### src/rtl/sr_flag_arbiter.sv
// Round-robin arbiter that shares one SR status latch among N_REQ requesters.
// It grants one requester, pulses s/r for PULSE_CYC cycles, then confirms on q/qn before release.
module sr_flag_arbiter #(
  parameter int unsigned N_REQ     = 4,
  parameter int unsigned PULSE_CYC = 2,
  parameter int unsigned TIMEOUT   = 8,
  parameter int unsigned OW        = $clog2(N_REQ)
) (
  input  logic             clk,
  input  logic             rst,
  input  logic [N_REQ-1:0] set_req,
  input  logic [N_REQ-1:0] clr_req,
  output logic [N_REQ-1:0] grant,
  output logic [OW-1:0]    owner,
  output logic             busy,
  output logic             done,
  output logic             err,
  output logic             s_out,
  output logic             r_out,
  input  logic             q_in,
  input  logic             qn_in
);

  localparam logic [2:0] IDLE  = 3'd0;
  localparam logic [2:0] PULSE = 3'd1;
  localparam logic [2:0] CHECK = 3'd2;
  localparam logic [2:0] DONE  = 3'd3;
  localparam logic [2:0] ERR   = 3'd4;

  localparam int unsigned PW = $clog2(PULSE_CYC + 1);
  localparam int unsigned TW = $clog2(TIMEOUT + 1);
  localparam logic [PW-1:0] PULSE_LOAD   = PW'(PULSE_CYC - 1);
  localparam logic [TW-1:0] TIMEOUT_LAST = TW'(TIMEOUT - 1);
  localparam logic [OW-1:0] OWNER_LAST   = OW'(N_REQ - 1);

  logic [2:0]       state_q, state_d;
  logic [OW-1:0]    ptr_q, ptr_d;
  logic [OW-1:0]    owner_q, owner_d;
  logic [N_REQ-1:0] grant_q, grant_d;
  logic             op_set_q, op_set_d;
  logic [PW-1:0]    pcnt_q, pcnt_d;
  logic [TW-1:0]    tcnt_q, tcnt_d;
  logic             busy_q, busy_d;
  logic             done_q, done_d;
  logic             err_q, err_d;
  logic             s_q, s_d;
  logic             r_q, r_d;

  logic [N_REQ-1:0] active;
  logic             pick_valid;
  logic [OW-1:0]    pick_idx;
  logic             match;

  assign active = set_req | clr_req;

  // Both rails must agree with the requested value; q == qn is never a confirmation.
  assign match = op_set_q ? (q_in & ~qn_in) : (~q_in & qn_in);

  // First active requester at or above ptr, wrapping modulo N_REQ.
  always_comb begin : arbitrate
    int unsigned idx;
    idx        = 0;
    pick_valid = 1'b0;
    pick_idx   = '0;
    for (int unsigned i = 0; i < N_REQ; i++) begin
      idx = 32'(ptr_q) + i;
      if (idx >= N_REQ) begin
        idx = idx - N_REQ;
      end
      if (!pick_valid && active[OW'(idx)]) begin
        pick_valid = 1'b1;
        pick_idx   = OW'(idx);
      end
    end
  end

  always_comb begin : next_state
    state_d  = state_q;
    ptr_d    = ptr_q;
    owner_d  = owner_q;
    grant_d  = grant_q;
    op_set_d = op_set_q;
    pcnt_d   = pcnt_q;
    tcnt_d   = tcnt_q;

    case (state_q)
      IDLE: begin
        if (pick_valid) begin
          owner_d  = pick_idx;
          grant_d  = N_REQ'(1) << pick_idx;
          // Set wins a set/clear conflict, mirroring the latch's own priority.
          op_set_d = set_req[pick_idx];
          pcnt_d   = PULSE_LOAD;
          state_d  = PULSE;
        end
      end
      PULSE: begin
        if (pcnt_q == '0) begin
          tcnt_d  = '0;
          state_d = CHECK;
        end else begin
          pcnt_d = pcnt_q - PW'(1);
        end
      end
      CHECK: begin
        if (match) begin
          state_d = DONE;
        end else if (tcnt_q == TIMEOUT_LAST) begin
          state_d = ERR;
        end else begin
          tcnt_d = tcnt_q + TW'(1);
        end
      end
      DONE, ERR: begin
        grant_d = '0;
        ptr_d   = (owner_q == OWNER_LAST) ? '0 : owner_q + OW'(1);
        state_d = IDLE;
      end
      default: begin
        grant_d = '0;
        state_d = IDLE;
      end
    endcase
  end

  // Outputs are registered copies decoded from the next state.
  always_comb begin : next_outputs
    busy_d = (state_d != IDLE);
    done_d = (state_d == DONE);
    err_d  = (state_d == ERR);
    s_d    = (state_d == PULSE) & op_set_d;
    r_d    = (state_d == PULSE) & ~op_set_d;
  end

  always_ff @(posedge clk) begin
    if (rst) begin
      state_q  <= IDLE;
      ptr_q    <= '0;
      owner_q  <= '0;
      grant_q  <= '0;
      op_set_q <= 1'b0;
      pcnt_q   <= '0;
      tcnt_q   <= '0;
      busy_q   <= 1'b0;
      done_q   <= 1'b0;
      err_q    <= 1'b0;
      s_q      <= 1'b0;
      r_q      <= 1'b0;
    end else begin
      state_q  <= state_d;
      ptr_q    <= ptr_d;
      owner_q  <= owner_d;
      grant_q  <= grant_d;
      op_set_q <= op_set_d;
      pcnt_q   <= pcnt_d;
      tcnt_q   <= tcnt_d;
      busy_q   <= busy_d;
      done_q   <= done_d;
      err_q    <= err_d;
      s_q      <= s_d;
      r_q      <= r_d;
    end
  end

  assign grant = grant_q;
  assign owner = owner_q;
  assign busy  = busy_q;
  assign done  = done_q;
  assign err   = err_q;
  assign s_out = s_q;
  assign r_out = r_q;

endmodule

### config.mk
export PLATFORM = sky130hd
export DESIGN_NAME = sr_flag_arbiter
export DESIGN_NICKNAME = d
export VERILOG_FILES = /design/src/rtl/sr_flag_arbiter.sv
export SDC_FILE = /design/constraint.sdc
export NUM_CORES = 1
export LEC_CHECK = 0
export CAP_MARGIN = 20
export CELL_PAD_IN_SITES_DETAIL_PLACEMENT = 1
export CELL_PAD_IN_SITES_GLOBAL_PLACEMENT = 1
export CORE_MARGIN = 3
export CORE_UTILIZATION = 38
export DETAILED_ROUTE_END_ITERATION = 8
export PLACE_DENSITY_LB_ADDON = 0.15
export SKIP_CTS_REPAIR_TIMING = 1
export SLEW_MARGIN = 30
export SYNTH_ARGS = -nofsm -noshare
export SYNTH_HDL_FRONTEND = slang
export SYNTH_SLANG_ARGS = --single-unit
### constraint.sdc
create_clock -name clk -period 2.25 [get_ports clk]
set_input_delay 0.45 -clock clk [delete_from_list [all_inputs] [get_ports clk]]
set_output_delay 0.45 -clock clk [all_outputs]
set_load 0.01 [all_outputs]
==> results.py <==
metrics = {
    "clock_tree": {
        "root_buffer": "clkbuf_4",
        "clock_latency_ns": 0.31,
        "cts.sinks": 23,
        "cts_buffers": 3,
        "clkTransAtPathRegs_ns": 0.12,
        "htreeDepth": 1,
        "clockBufferDepth": 2,
        "cts_tree": "done",
    },
    "yosys": {
        "synth_cells": 136,
        "synth_area_per_cell_um2": 8.91,
        "yosys.area.top_type": "dfxtp_1",
        "ys_top_cells_by_count": "dfxtp_1 (23), nor2_1 (23), a21oi_1 (9), nand2_1 (7)",
        "syn_nets": 151,
        "synthDominantCellAreaShare": 0.380,
        "synthArstFlopShare": 0,
        "yosysUniqueCellTypes": 46,
        "synth-edff-count": 0,
        "synth_seq_cells": 23,
        "synth_area_um2": 1210,
        "ys.flop_type": "dfxtp_1",
        "yosys_warnings": 0,
        "yosysSeqAreaShare": 0.380,
        "synth_area_leaders": "dfxtp_1 (38%), nor2_1 (7.1%), a21oi_1 (3.7%)",
    },
    "timing": {
        "setup_ws_ns": 0.132,
        "max_freq_mhz": 472,
        "fin_crit_ns": 2.12,
        "hold_viol": 0,
        "worst_hold_slack_ns": 0.480,
        "min_period_over_period": 0.941,
        "setup_violations": 0,
        "worst_pin_slew_ns": 0.497,
        "drv_slew": 0,
        "fin_worst_skew_ns": 0.00872,
        "max_slew_margin": 0.669,
        "rsz0062_at_grt": "no",
    },
    "finish": {
        "seq_area_um2": 460,
        "nFillCells": 350,
        "multi_input_area_um2": 713,
        "area_delta_synth_final_pct": 33.0,
        "n_antenna_cell": 0,
        "nets": 189,
        "final_cell_area_um2": 1610,
        "final_layout_size_suffix_gt1_frac": 0.185,
    },
    "route": {
        "ant_nets": 0,
        "wl_per_cell_um": 14.9,
        "viasPerCell": 5.33,
        "drt_iter0_markers": 29,
        "wl_um": 3210,
        "drc": 0,
        "drtPass1Iterations": 4,
        "vias": 1147,
    },
    "placed_design": {
        "place_congestion": 0.915,
        "preCtsSetupSlack_ns": -0.185,
        "dpl.hpwl_um": 2550,
        "place_area_um2": 1580,
        "port_buffers": 22,
    },
    "job": {
        "max_cap_violations": 0,
    },
    "critical_path": {
        "crit_fanout": 4,
        "arrival_ns": 2.36,
        "worst_setup_path_end_kind": "flip-flop",
        "crit_path_start_kind": "input port",
        "required_ns": 2.49,
        "path_class": "input port to flip-flop",
    },
    "outcome": {
        "status": "finished clean",
    },
    "global_route": {
        "globalRouteOverflowTotal": 0,
        "use_met1": 0.188,
        "grt_max_degree": 17,
        "antenna_found_initial": 0,
        "first_global_vias": 1275,
        "use_met3": 0.0396,
        "grt_pass1_wl_um": 5600,
        "grtUsageMet2": 0.340,
        "track_usage": 0.177,
        "busiest_layer": "met2",
    },
    "power_and_ir_drop": {
        "power.density_nw_per_um2": 811,
        "ir_drop_uv": 481,
        "p_leak_uw": 0.000629,
        "fin_total_pwr_uw": 1310,
    },
    "die": {
        "fp.dieH_um": 62.5,
        "io_pins": 23,
        "num_rows": 19,
        "die-area_um2": 3900,
        "core_area_um2": 2900,
        "dieWidth_um": 62.5,
        "start_util": 0.418,
    },
    "hold_path": {
        "worst_hold_path_type": "flip-flop to flip-flop",
    },
}
final timing paths:
| kind | startpoint | end | slack (ns) | cells after the start |
|---|---|---|---|---|
| worst max-delay path | set_req[1] | pcnt_q[1] | 0.13 | 8 |
| worst min-delay path | pcnt_q[1] | pcnt_q[1] | 0.48 | 2 |
| worst max register to register | state_q[0] | pcnt_q[1] | 0.36 | 6 |
| worst min register to register | pcnt_q[1] | pcnt_q[1] | 0.48 | 2 |
logic make-up after synthesis:
group                    after synthesis  synth area share
AND/OR/NAND/NOR                       63             0.296
flip-flops                            23             0.380
XOR/XNOR                               2            0.0145
multiplexers                           4            0.0330
adder cells (fa/ha/maj)                3            0.0310
buffers and inverters                 10            0.0392
AO/OA/AOI/OAI                         31             0.206
cells in the final DEF (no fill, tap or decap), types with 2 or more instances in the layout:
cell | synthesis | layout
clkdlybuf4s50_1 | 0 | 22
mux2i_1 | 4 | 4
a22oi_1 | 2 | 2
o21bai_1 | 2 | 2
nand3b_1 | 2 | 2
xor2_1 | 2 | 2
nand2_1 | 7 | 7
dfxtp_1 | 23 | 23
nor3_1 | 4 | 4
a21boi_1 | 2 | 2
or3_1 | 2 | 2
ha_1 | 3 | 3
nand2b_1 | 5 | 5
or2_2 | 3 | 3
inv_1 | 5 | 5
a21oi_1 | 9 | 9
nor2_1 | 23 | 23
a2bb2oi_1 | 2 | 2
o2bb2ai_1 | 2 | 2
nor2b_1 | 3 | 3
buf_4 | 0 | 16
nor3b_1 | 2 | 2
clkbuf_4 | 0 | 3
where the power goes:
| group | internal [uW] | total, uW | switching, uW |
|---|---|---|---|
| logic | 312 | 592 | 280 |
| clock network | 66.3 | 185 | 119 |
| registers | 473 | 531 | 58.3 |
registers in the layout, indices dropped and copies added, names as in the netlist:
| signal | count |
|---|---|
| owner | 2 |
| ptr_q | 2 |
| s_out | 1 |
| err | 1 |
| busy | 1 |
| pcnt_q | 2 |
| done | 1 |
| r_out | 1 |
| grant | 4 |
| state_q | 3 |
| tcnt_q | 4 |
| op_set_q | 1 |
layer usage:
| metal | vias up | share of wire | routed length [um] |
|---|---|---|---|
| met5 | - | 0 | 0 |
| met4 | 0 | 0.016 | 51 |
| met3 | 6 | 0.029 | 94 |
| met2 | 19 | 0.55 | 1750 |
| met1 | 564 | 0.41 | 1310 |
| li1 | 558 | - | - |
final cells by class:
cell class	instances	share of cell area
timing repair buffer	38	0.211
tap	42	0.0326
multi-input combinational	103	0.442
inverter	5	0.0116
sequential	23	0.285
clock inverter	1	0.00310
clock buffer	3	0.0140
worst max-delay path, cell delays in order:
cell and delay, ns:
clkdlybuf4s50_1 0.56, nor4_2 0.07, buf_4 0.14, a2111oi_4 0.34
buf_4 0.20, o21ai_2 0.07, or3b_1 0.40, a21oi_2 0.14
stage by stage:
step,util,TNS [ns],cells
6_report,0.556,0,215
5_1_grt,0.556,0,215
4_1_cts,0.553,0,215
3_5_place_dp,0.544,-1.26,211
3_3_place_gp,0.544,-0.522,211
2_1_floorplan,-,0,136
Note: power is estimated with default switching activity, not from simulation.
